$ cat config.mk
export PLATFORM = sky130hd
export DESIGN_NAME = motion_ai_scheduler
export DESIGN_NICKNAME = d
export VERILOG_FILES = /design/src/rtl/motion_sched_pkg.sv /design/src/rtl/motion_sample_gate.sv /design/src/rtl/motion_ai_scheduler.sv
export SDC_FILE = /design/constraint.sdc
export NUM_CORES = 1
export LEC_CHECK = 0
export ABC_AREA = 1
export ABC_CLOCK_PERIOD_IN_PS = 2100
export CORE_ASPECT_RATIO = 1.1
export CORE_MARGIN = 3
export CORE_UTILIZATION = 47
export DETAILED_ROUTE_END_ITERATION = 12
export PLACE_DENSITY = 0.78
export REMOVE_ABC_BUFFERS = 1
export SLEW_MARGIN = 15
export SYNTH_ARGS = -nofsm -noshare
export SYNTH_HDL_FRONTEND = slang
export SYNTH_SLANG_ARGS = --single-unit
$ cat constraint.sdc
create_clock -name clk -period 2.1 [get_ports clk]
set_input_delay 0.525 -clock clk [delete_from_list [all_inputs] [get_ports clk]]
set_output_delay 0.525 -clock clk [all_outputs]
set_load 0.03 [all_outputs]
$ cat src/rtl/motion_sched_pkg.sv
// Shared constants, FSM state encodings and helpers for the motion AI scheduler.
package motion_sched_pkg;

  localparam int WINDOW_DEF  = 100;
  localparam int TIMEOUT_DEF = 4096;
  localparam int ARM_MAX     = 4;
  localparam int HYST_N      = 3;

  typedef logic [2:0] sched_state_t;

  localparam sched_state_t ST_IDLE    = 3'd0;
  localparam sched_state_t ST_START   = 3'd1;
  localparam sched_state_t ST_ARM     = 3'd2;
  localparam sched_state_t ST_RUN     = 3'd3;
  localparam sched_state_t ST_CAPTURE = 3'd4;
  localparam sched_state_t ST_WAIT    = 3'd5;
  localparam sched_state_t ST_RECOVER = 3'd6;

  // Saturating increment for the 2-bit alert streak counter.
  function automatic logic [1:0] streak_inc(input logic [1:0] s);
    return (s == 2'd3) ? s : s + 2'd1;
  endfunction

endpackage

$ cat src/rtl/motion_sample_gate.sv
// Decimates the raw accelerometer stream and forwards at most WINDOW samples
// per analysis window through a single register stage.
module motion_sample_gate
  import motion_sched_pkg::*;
#(
  parameter int WINDOW = WINDOW_DEF
) (
  input  logic             clk,
  input  logic             rst,
  input  logic             enable_i,
  input  logic             clear_i,
  input  logic [7:0]       decim_i,
  input  logic [2:0][15:0] sens_i,
  input  logic             sens_valid_i,
  output logic [2:0][15:0] accel_o,
  output logic             accel_valid_o
);

  localparam int FW = $clog2(WINDOW + 1);

  logic [7:0]    dec_q, dec_d;
  logic [FW-1:0] fwd_q, fwd_d;
  logic          take_d;
  logic          valid_q;

  always_comb begin
    dec_d  = dec_q;
    fwd_d  = fwd_q;
    take_d = 1'b0;
    if (clear_i) begin
      dec_d = 8'd0;
      fwd_d = '0;
    end else if (enable_i && sens_valid_i) begin
      dec_d = (dec_q >= decim_i) ? 8'd0 : dec_q + 8'd1;
      // Decimation phase keeps running after the window is full; excess samples drop.
      if (dec_q == 8'd0 && fwd_q < FW'(WINDOW)) begin
        take_d = 1'b1;
        fwd_d  = fwd_q + FW'(1);
      end
    end
  end

  always_ff @(posedge clk) begin
    if (rst) begin
      dec_q   <= 8'd0;
      fwd_q   <= '0;
      valid_q <= 1'b0;
    end else begin
      dec_q   <= dec_d;
      fwd_q   <= fwd_d;
      valid_q <= take_d;
    end
  end

  for (genvar gi = 0; gi < 3; gi++) begin : g_axis
    logic [15:0] axis_q;
    always_ff @(posedge clk) begin
      if (rst) begin
        axis_q <= 16'd0;
      end else if (take_d) begin
        axis_q <= sens_i[gi];
      end
    end
    assign accel_o[gi] = axis_q;
  end

  assign accel_valid_o = valid_q;

endmodule

$ cat src/rtl/motion_ai_scheduler.sv
// Window sequencer for motion_ai_core: start, feed, capture, alert, hang recovery.
// Optional MOTION_SCHED_HYST_EN adds 3-window hysteresis on the alert output.
module motion_ai_scheduler
  import motion_sched_pkg::*;
#(
  parameter int WINDOW       = WINDOW_DEF,
  parameter int PERIOD_W     = 24,
  parameter int TIMEOUT      = TIMEOUT_DEF,
  parameter int CORE_RST_CYC = 2
) (
  input  logic                clk,
  input  logic                rst,
  input  logic                cfg_enable,
  input  logic [PERIOD_W-1:0] cfg_period,
  input  logic [7:0]          cfg_decim,
  input  logic [7:0]          cfg_thresh,
  input  logic [15:0]         sens_x,
  input  logic [15:0]         sens_y,
  input  logic [15:0]         sens_z,
  input  logic                sens_valid,
  output logic [15:0]         core_accel_x,
  output logic [15:0]         core_accel_y,
  output logic [15:0]         core_accel_z,
  output logic                core_accel_valid,
  output logic                core_start,
  output logic                core_rst_n,
  input  logic                core_busy,
  input  logic [31:0]         core_pattern,
  input  logic [7:0]          core_score,
  output logic [31:0]         res_pattern,
  output logic [7:0]          res_score,
  output logic                res_valid,
  output logic                alert,
  output logic                timeout_err,
  output logic [15:0]         win_count
);

  localparam int TW = $clog2(TIMEOUT + 1);

  sched_state_t        state_q, state_d;
  logic                busy_q;
  logic [7:0]          decim_q, decim_d;
  logic [7:0]          thresh_q, thresh_d;
  logic [PERIOD_W-1:0] period_q, period_d;
  logic [TW-1:0]       tmo_q, tmo_d;
  logic [7:0]          aux_q, aux_d;
  logic [31:0]         res_pattern_q;
  logic [7:0]          res_score_q;
  logic                res_valid_q;
  logic                alert_q, alert_d;
  logic                tmo_err_q;
  logic [15:0]         win_cnt_q;
  logic                score_hi;
  logic [2:0][15:0]    accel;

  always_comb begin
    state_d  = state_q;
    aux_d    = aux_q + 8'd1;
    tmo_d    = tmo_q;
    decim_d  = decim_q;
    thresh_d = thresh_q;
    // Period counter runs from START regardless of window progress.
    period_d = (period_q != '0) ? period_q - PERIOD_W'(1) : period_q;
    case (state_q)
      ST_IDLE: if (cfg_enable) state_d = ST_START;
      ST_START: begin
        decim_d  = cfg_decim;
        thresh_d = cfg_thresh;
        period_d = (cfg_period == '0) ? '0 : cfg_period - PERIOD_W'(1);
        tmo_d    = TW'(TIMEOUT);
        state_d  = ST_ARM;
      end
      ST_ARM: begin
        tmo_d = tmo_q - TW'(1);
        if (busy_q) state_d = ST_RUN;
        else if (tmo_q == TW'(1) || aux_q == 8'(ARM_MAX - 1)) state_d = ST_RECOVER;
      end
      ST_RUN: begin
        tmo_d = tmo_q - TW'(1);
        // busy_q was high on entry, so a low value here is the registered fall.
        if (!busy_q) state_d = ST_CAPTURE;
        else if (tmo_q == TW'(1)) state_d = ST_RECOVER;
      end
      ST_CAPTURE: state_d = ST_WAIT;
      ST_WAIT: begin
        if (!cfg_enable) state_d = ST_IDLE;
        else if (period_q <= PERIOD_W'(1)) state_d = ST_START;
      end
      ST_RECOVER: if (aux_q == 8'(CORE_RST_CYC - 1)) state_d = ST_WAIT;
      default: state_d = ST_IDLE;
    endcase
    if (state_d != state_q) aux_d = 8'd0;
  end

  assign score_hi = (core_score >= thresh_q);

`ifdef MOTION_SCHED_HYST_EN
  logic [1:0] streak_q, streak_d;
  logic       dir_q, dir_d;

  always_comb begin
    alert_d  = alert_q;
    streak_d = streak_q;
    dir_d    = dir_q;
    if (state_q == ST_CAPTURE) begin
      if (score_hi == dir_q) begin
        streak_d = streak_inc(streak_q);
      end else begin
        dir_d    = score_hi;
        streak_d = 2'd1;
      end
      if (streak_d >= 2'(HYST_N)) alert_d = score_hi;
    end
  end

  always_ff @(posedge clk) begin
    if (rst) begin
      streak_q <= 2'd0;
      dir_q    <= 1'b0;
    end else begin
      streak_q <= streak_d;
      dir_q    <= dir_d;
    end
  end
`else
  always_comb begin
    alert_d = alert_q;
    if (state_q == ST_CAPTURE) alert_d = score_hi;
  end
`endif

  always_ff @(posedge clk) begin
    if (rst) begin
      state_q       <= ST_IDLE;
      busy_q        <= 1'b0;
      decim_q       <= 8'd0;
      thresh_q      <= 8'd0;
      period_q      <= '0;
      tmo_q         <= '0;
      aux_q         <= 8'd0;
      res_pattern_q <= 32'd0;
      res_score_q   <= 8'd0;
      res_valid_q   <= 1'b0;
      alert_q       <= 1'b0;
      tmo_err_q     <= 1'b0;
      win_cnt_q     <= 16'd0;
    end else begin
      state_q     <= state_d;
      busy_q      <= core_busy;
      decim_q     <= decim_d;
      thresh_q    <= thresh_d;
      period_q    <= period_d;
      tmo_q       <= tmo_d;
      aux_q       <= aux_d;
      alert_q     <= alert_d;
      res_valid_q <= (state_q == ST_CAPTURE);
      if (state_q == ST_CAPTURE) begin
        res_pattern_q <= core_pattern;
        res_score_q   <= core_score;
        win_cnt_q     <= win_cnt_q + 16'd1;
      end
      if (state_d == ST_RECOVER) tmo_err_q <= 1'b1;
    end
  end

  motion_sample_gate #(
    .WINDOW(WINDOW)
  ) u_gate (
    .clk          (clk),
    .rst          (rst),
    .enable_i     (state_q == ST_RUN),
    .clear_i      (state_q == ST_START),
    .decim_i      (decim_q),
    .sens_i       ({sens_z, sens_y, sens_x}),
    .sens_valid_i (sens_valid),
    .accel_o      (accel),
    .accel_valid_o(core_accel_valid)
  );

  assign core_accel_x = accel[0];
  assign core_accel_y = accel[1];
  assign core_accel_z = accel[2];
  assign core_start   = (state_q == ST_START);
  assign core_rst_n   = (state_q != ST_RECOVER);
  assign res_pattern  = res_pattern_q;
  assign res_score    = res_score_q;
  assign res_valid    = res_valid_q;
  assign alert        = alert_q;
  assign timeout_err  = tmo_err_q;
  assign win_count    = win_cnt_q;

endmodule

Yosys cells after proc, flatten, opt, wreduce, memory -nomap -nowiden
Index checks and enable logic that the tools add are counted.
{"block": "totals", "register_bits": 188, "input_bits": 133, "wordCells": 72}
{"block": "op_classes", "add_sub_neg": 7, "order_cmp": 4, "n_eq_ne": 12, "n_mux": 17, "reduce_logical": 13}
{"cell": "24-bit 2-to-1 mux", "count": 3}
{"cell": "24-bit by 1-bit subtractor with 24-bit output, second input constant", "count": 2}
{"cell": "13-bit one-hot mux with 2 select lines", "count": 1}
{"cell": "24-bit by 1-bit <= comparator with 1-bit output, second input constant", "count": 1}
{"cell": "24-bit logical NOT", "count": 1}
{"cell": "3-bit 2-to-1 mux", "count": 8}
{"cell": "24-bit nonzero test", "count": 1}
{"cell": "3-bit one-hot mux with 7 select lines", "count": 1}
{"cell": "16-bit by 1-bit adder with 16-bit output, second input constant", "count": 1}
{"cell": "8-bit by 1-bit adder with 8-bit output, second input constant", "count": 2}
{"cell": "8-bit >= comparator", "count": 2}
{"cell": "13-bit by 1-bit equality test with 1-bit output, second input constant", "count": 1}
{"cell": "13-bit by 1-bit subtractor with 13-bit output, second input constant", "count": 1}
{"cell": "3-bit equality test, second input constant", "count": 4}
{"cell": "8-bit by 1-bit equality test with 1-bit output, second input constant", "count": 1}
{"cell": "8-bit by 2-bit equality test with 1-bit output, second input constant", "count": 1}
{"cell": "8-bit logical NOT", "count": 1}
{"cell": "8-bit 2-to-1 mux", "count": 1}
{"cell": "7-bit by 1-bit adder with 7-bit output, second input constant", "count": 1}
{"cell": "7-bit < comparator, second input constant", "count": 1}
{"cell": "3-bit by 2-bit equality test with 1-bit output, second input constant", "count": 2}
{"cell": "2-bit OR reduction", "count": 3}
{"cell": "2-bit nonzero test", "count": 2}
{"cell": "3-bit by 1-bit equality test with 1-bit output, second input constant", "count": 1}
{"cell": "other kinds (7)", "count": 10}

Logic depth before layout (Yosys ltp)
{"block": "depth", "ltp_word": 7, "depth_mapped": 13}

Modules after synthesis
Synthesis repeated with hierarchy kept, for this count alone.
{"block": "hier_totals", "cells_unflattened": 1414, "area_unflattened_um2": 9454.1}
{"module": "motion_ai_scheduler", "n_inst": 1, "cells_each": 954, "area_each_um2": 6447.4, "seq_area_each_um2": 2482.4}
{"module": "motion_sample_gate", "n_inst": 1, "cells_each": 460, "area_each_um2": 3006.6, "seq_area_each_um2": 1281.2}

Worst setup path before layout
Ideal clock, no wire load.
{"block": "synth_path", "kind": "input to register", "start": "in cfg_period[0]", "end": "reg period_q[15]", "setup_time_ns": 0.124, "arrival_ns": 1.811, "required_ns": 1.976, "slack_ns": 0.164, "cell_stages": 12, "cell_sequence": "inv_1 -> ha_1 -> nand2_1 -> nor2_2 -> nand2_1 -> nor2_4 -> nand2_1 -> o21ai_2 -> inv_1 -> buf_2 -> nand2_1 -> a31oi_1"}
{"block": "synth_between", "elab_chain_cells": 3, "word_cells_on_any_way": 4}
{"element": "start: declaration", "line_no": "motion_ai_scheduler.sv:14", "source": "input logic [PERIOD_W-1:0] cfg_period,"}
{"element": "24-bit by 1-bit subtractor with 24-bit output / 24-bit logical NOT (equally long branches)", "line_no": "motion_ai_scheduler.sv:69", "source": "period_d = (cfg_period == '0) ? '0 : cfg_period - PERIOD_W'(1);"}
{"element": "24-bit 2-to-1 mux *", "line_no": "motion_ai_scheduler.sv:69"}
{"element": "24-bit 2-to-1 mux *", "line_no": "motion_ai_scheduler.sv:64", "source": "case (state_q)"}
{"element": "end signal: assignment", "line_no": "motion_ai_scheduler.sv:152", "source": "period_q <= period_d;"}
{"element": "end: declaration", "line_no": "motion_ai_scheduler.sv:44", "source": "logic [PERIOD_W-1:0] period_q, period_d;"}
Every way passes the cells marked *; elsewhere a longest branch is shown, timed or not.
A chain may end at the register's enable or synchronous reset.

Worst setup path in the final report
{"block": "layout_path", "start": "reg win_cnt_q[2], in the netlist win_count[2]", "end": "out win_count[2]"}
{"element": "start: declaration", "line_no": "motion_ai_scheduler.sv:52", "source": "logic [15:0] win_cnt_q;"}
{"element": "start signal: assignment", "line_no": "motion_ai_scheduler.sv:160", "source": "win_cnt_q <= win_cnt_q + 16'd1;"}
{"element": "end: declaration", "line_no": "motion_ai_scheduler.sv:35", "source": "output logic [15:0] win_count"}
No word-level cell between the ends.

==> results.cfg <==
[die]
core_mm2 = 0.0180
dieWidth_um = 136
floorplan.initialDensity_pct = 48.8
die_area_mm2 = 0.0204
die_h_um = 149
ios = 243
fp-row-count = 51

[power]
p_per_area_mw_per_mm2 = 835
pwr-share-comb_pct = 30.8
p_sw_mw = 3.60
clkPwrFrac_pct = 29.6
p_int_mw = 6.80
p_leak_nw = 5.03
power_frac_seq_pct = 39.6
ir_drop_mv = 0.686
switching_share_pct = 34.6

[logic_synthesis]
synthCells = 1234
yosysWarnings = 0
synth_area_per_cell_um2 = 7.12
synth_cell_types = 44
synthFlopType = dfxtp_1
synth_area_mm2 = 0.00878
async_reset_ff_share_pct = 0
seq_area_frac_synth_pct = 42.8
ys_ff_latch = 188
synth_edf_count = 0

[cells_and_area]
antennaDiodeCount = 0
drive_gt1_share_pct = 8.70
fillers = 1562
finalNetCount = 1677
finalInstanceArea_mm2 = 0.0125
utilization_pct = 69.3
area_delta_synth_final_pct = 42.0

[sta]
maxSlewHeadroom_pct = 66.6
period_needed_ns = 2.05
finalHoldViolations = 0
max_freq_ghz = 0.488
worst_pin_slew_ns = 0.500
rsz0062_at_grt = yes
setup-tns-final_ns = 0
final_max_slew_viol_count = 0
skew_ns = 0.0170
period_share_pct = 97.6
finalSetupViolCount = 0

[clock_network]
cts.clk_slew.worst_paths_ns = 0.07
cts_buffers = 17
root_buffer = clkbuf_16
cts_buffer_depth = 2
tritoncts = built
cts_sinks = 188
h-tree-depth = 4
clk_latency_ns = 0.43
cts_hold_buf = 0

[worst_setup_path]
cpMaxStageDelayCell = clkdlybuf4s50_1
cp_max_fo = 4
arrival_ns = 1.53
worstSetupPathType = flop to primary output
cp_slowest_stage_delay_ns = 0.72
cp-end-kind = primary output
worstPathCellList = clkdlybuf4s50_1
crit_family = buffers and inverters
worstReg2RegStart = period_q[0]
worstPathRequired_ns = 1.57
start_kind = flop
critPathBufInv = 1
crit_start = win_count[2]

[route]
wl_per_cell_um = 13.5
drt_pass1_iterations = 5
vias_per_cell = 5.01
drt_iter0_drc = 469
final_antenna_net_count = 0
wl_um = 23900
via_count = 8847
drc = 0

[placed_design]
hpwl_um = 17900
numPortBuffers = 242
placed_cell_area_mm2 = 0.0118
place_congestion = 0.942

[grt]
grtUsageTotal_pct = 22.7
grt_pass1_wl_um = 37700
grt_pass1_vias = 8101
overflow = 0
grt_max_degree = 80
antenna_found_initial = 0

[worst_hold_path]
hold_class = flop to flop
hold_start = timeout_err

[flow_run]
max_cap_violations = 0

[run_status]
status = finished clean
[worst reg2reg max path, stage by stage, from the launching register on]
cell     delay, ns
dfxtp_1       0.34
inv_1         0.12
ha_1          0.21
inv_1         0.07
nor2_1        0.10
nand2_1       0.08
nor2_1        0.33
nand3_1       0.15
xnor2_1       0.16
a21oi_1       0.13
a21oi_1       0.07
[worst paths after layout]
check,to,slack [ns],cells past startpoint
worst max-delay path,win_count[2],0.05,1
worst min-delay path,timeout_err,0.46,2
worst max register to register,period_q[22],0.21,10
worst min register to register,timeout_err,0.46,2
[cell usage in the layout, fill, tap and decap left out, types with 9 or more instances in the layout]
master,count
o21ai_0,97
clkdlybuf4s50_1,230
buf_4,64
ha_1,27
nand2_1,255
dfxtp_1,187
inv_1,104
nand3_1,44
xnor2_1,14
clkbuf_16,17
nand4_1,16
a21oi_1,139
nor2_1,201
nor3_1,19
xor2_1,25
dlymetal6s2s_1,9
[synthesized netlist by cell type (3+ instances only)]
library cell / count / area share, %
inv_2: 4 / 0.17
nor4_1: 4 / 0.28
nor3b_1: 3 / 0.26
nand4_1: 16 / 1.1
a21oi_1: 139 / 7.9
nand2_1: 257 / 11
dfxtp_1: 188 / 43
clkbuf_1: 31 / 1.3
ha_1: 28 / 4.0
nand3_1: 45 / 2.6
a31oi_1: 6 / 0.43
o21ai_0: 97 / 5.5
xor2_1: 25 / 2.5
xnor2_1: 14 / 1.4
nor2_1: 203 / 8.7
buf_2: 10 / 0.57
inv_1: 106 / 4.5
buf_6: 3 / 0.38
nor3_1: 19 / 1.1
o21a_1: 5 / 0.43
[sequential cells by signal (all words and copies together), names as in the netlist]
register	count
res_valid	1
res_pattern	32
state_q	3
win_count	16
alert	1
aux_q	8
u_gate.g_axis.axis_q	48
timeout_err	1
tmo_q	13
decim_q	8
res_score	8
busy_q	1
u_gate.dec_q	8
period_q	24
u_gate.accel_valid_o	1
thresh_q	8
u_gate.fwd_q	7
[through the flow]
step	total power [mW]	cells	setup slack, ns	hold WS (ns)
after detailed placement	7.33	1731	-0.386	0.444
after global placement	7.26	1731	-0.335	0.437
after global routing	11.1	1767	-0.0142	0.478
after CTS	10.4	1763	0.000543	0.458
after floorplan	6.23	1187	-0.797	0.430
final	10.4	1767	0.0495	0.456
[metal layers]
metal / up-vias / track usage (%) / wire length (um)
met3: 40 / 5.50 / 1490
met2: 253 / 41.8 / 12200
met5: - / 0 / 0
met4: 0 / 7.56 / 574
li1: 4551 / - / -
met1: 4003 / 25.3 / 9580
[kinds of logic (layout without fill, tap and decap cells)]
family | Yosys count | in the layout | synth area share, %
adder cells (fa/ha/maj) | 28 | 28 | 3.99
flip-flops | 188 | 188 | 42.8
XOR/XNOR | 39 | 39 | 3.89
buffers and inverters | 160 | 455 | 7.32
AND/OR/NAND/NOR | 562 | 562 | 26.7
AO/OA/AOI/OAI | 257 | 257 | 15.2
[power by group through the flow]
stage                     combinational, mW  clock (mW)  sequential (mW)
after global placement                 3.08           0             4.18
after floorplan                        2.01           0             4.23
after CTS                              3.17        3.14             4.11
after global routing                   3.67        3.31             4.15
final                                  3.21        3.08             4.12
after detailed placement               3.14           0             4.19
[repair_timing]
action / 4_1_cts / 5_1_grt
buffers inserted: 0 / 4
endpoints found under the setup margin: 3 / 32
pin swaps: 0 / 1
gates resized for setup: 3 / 17
[final cells by class]
type | count | area, um^2 | area share, %
Timing Repair Buffer | 310 | 3010 | 24.1
Sequential cell | 188 | 3770 | 30.2
Clock inverter | 14 | 125 | 1.00
Clock buffer | 18 | 439 | 3.52
Tap cell | 238 | 298 | 2.39
Inverter | 113 | 432 | 3.46
Multi-Input combinational cell | 886 | 4400 | 35.3
Power figures use the tool's default switching activity.
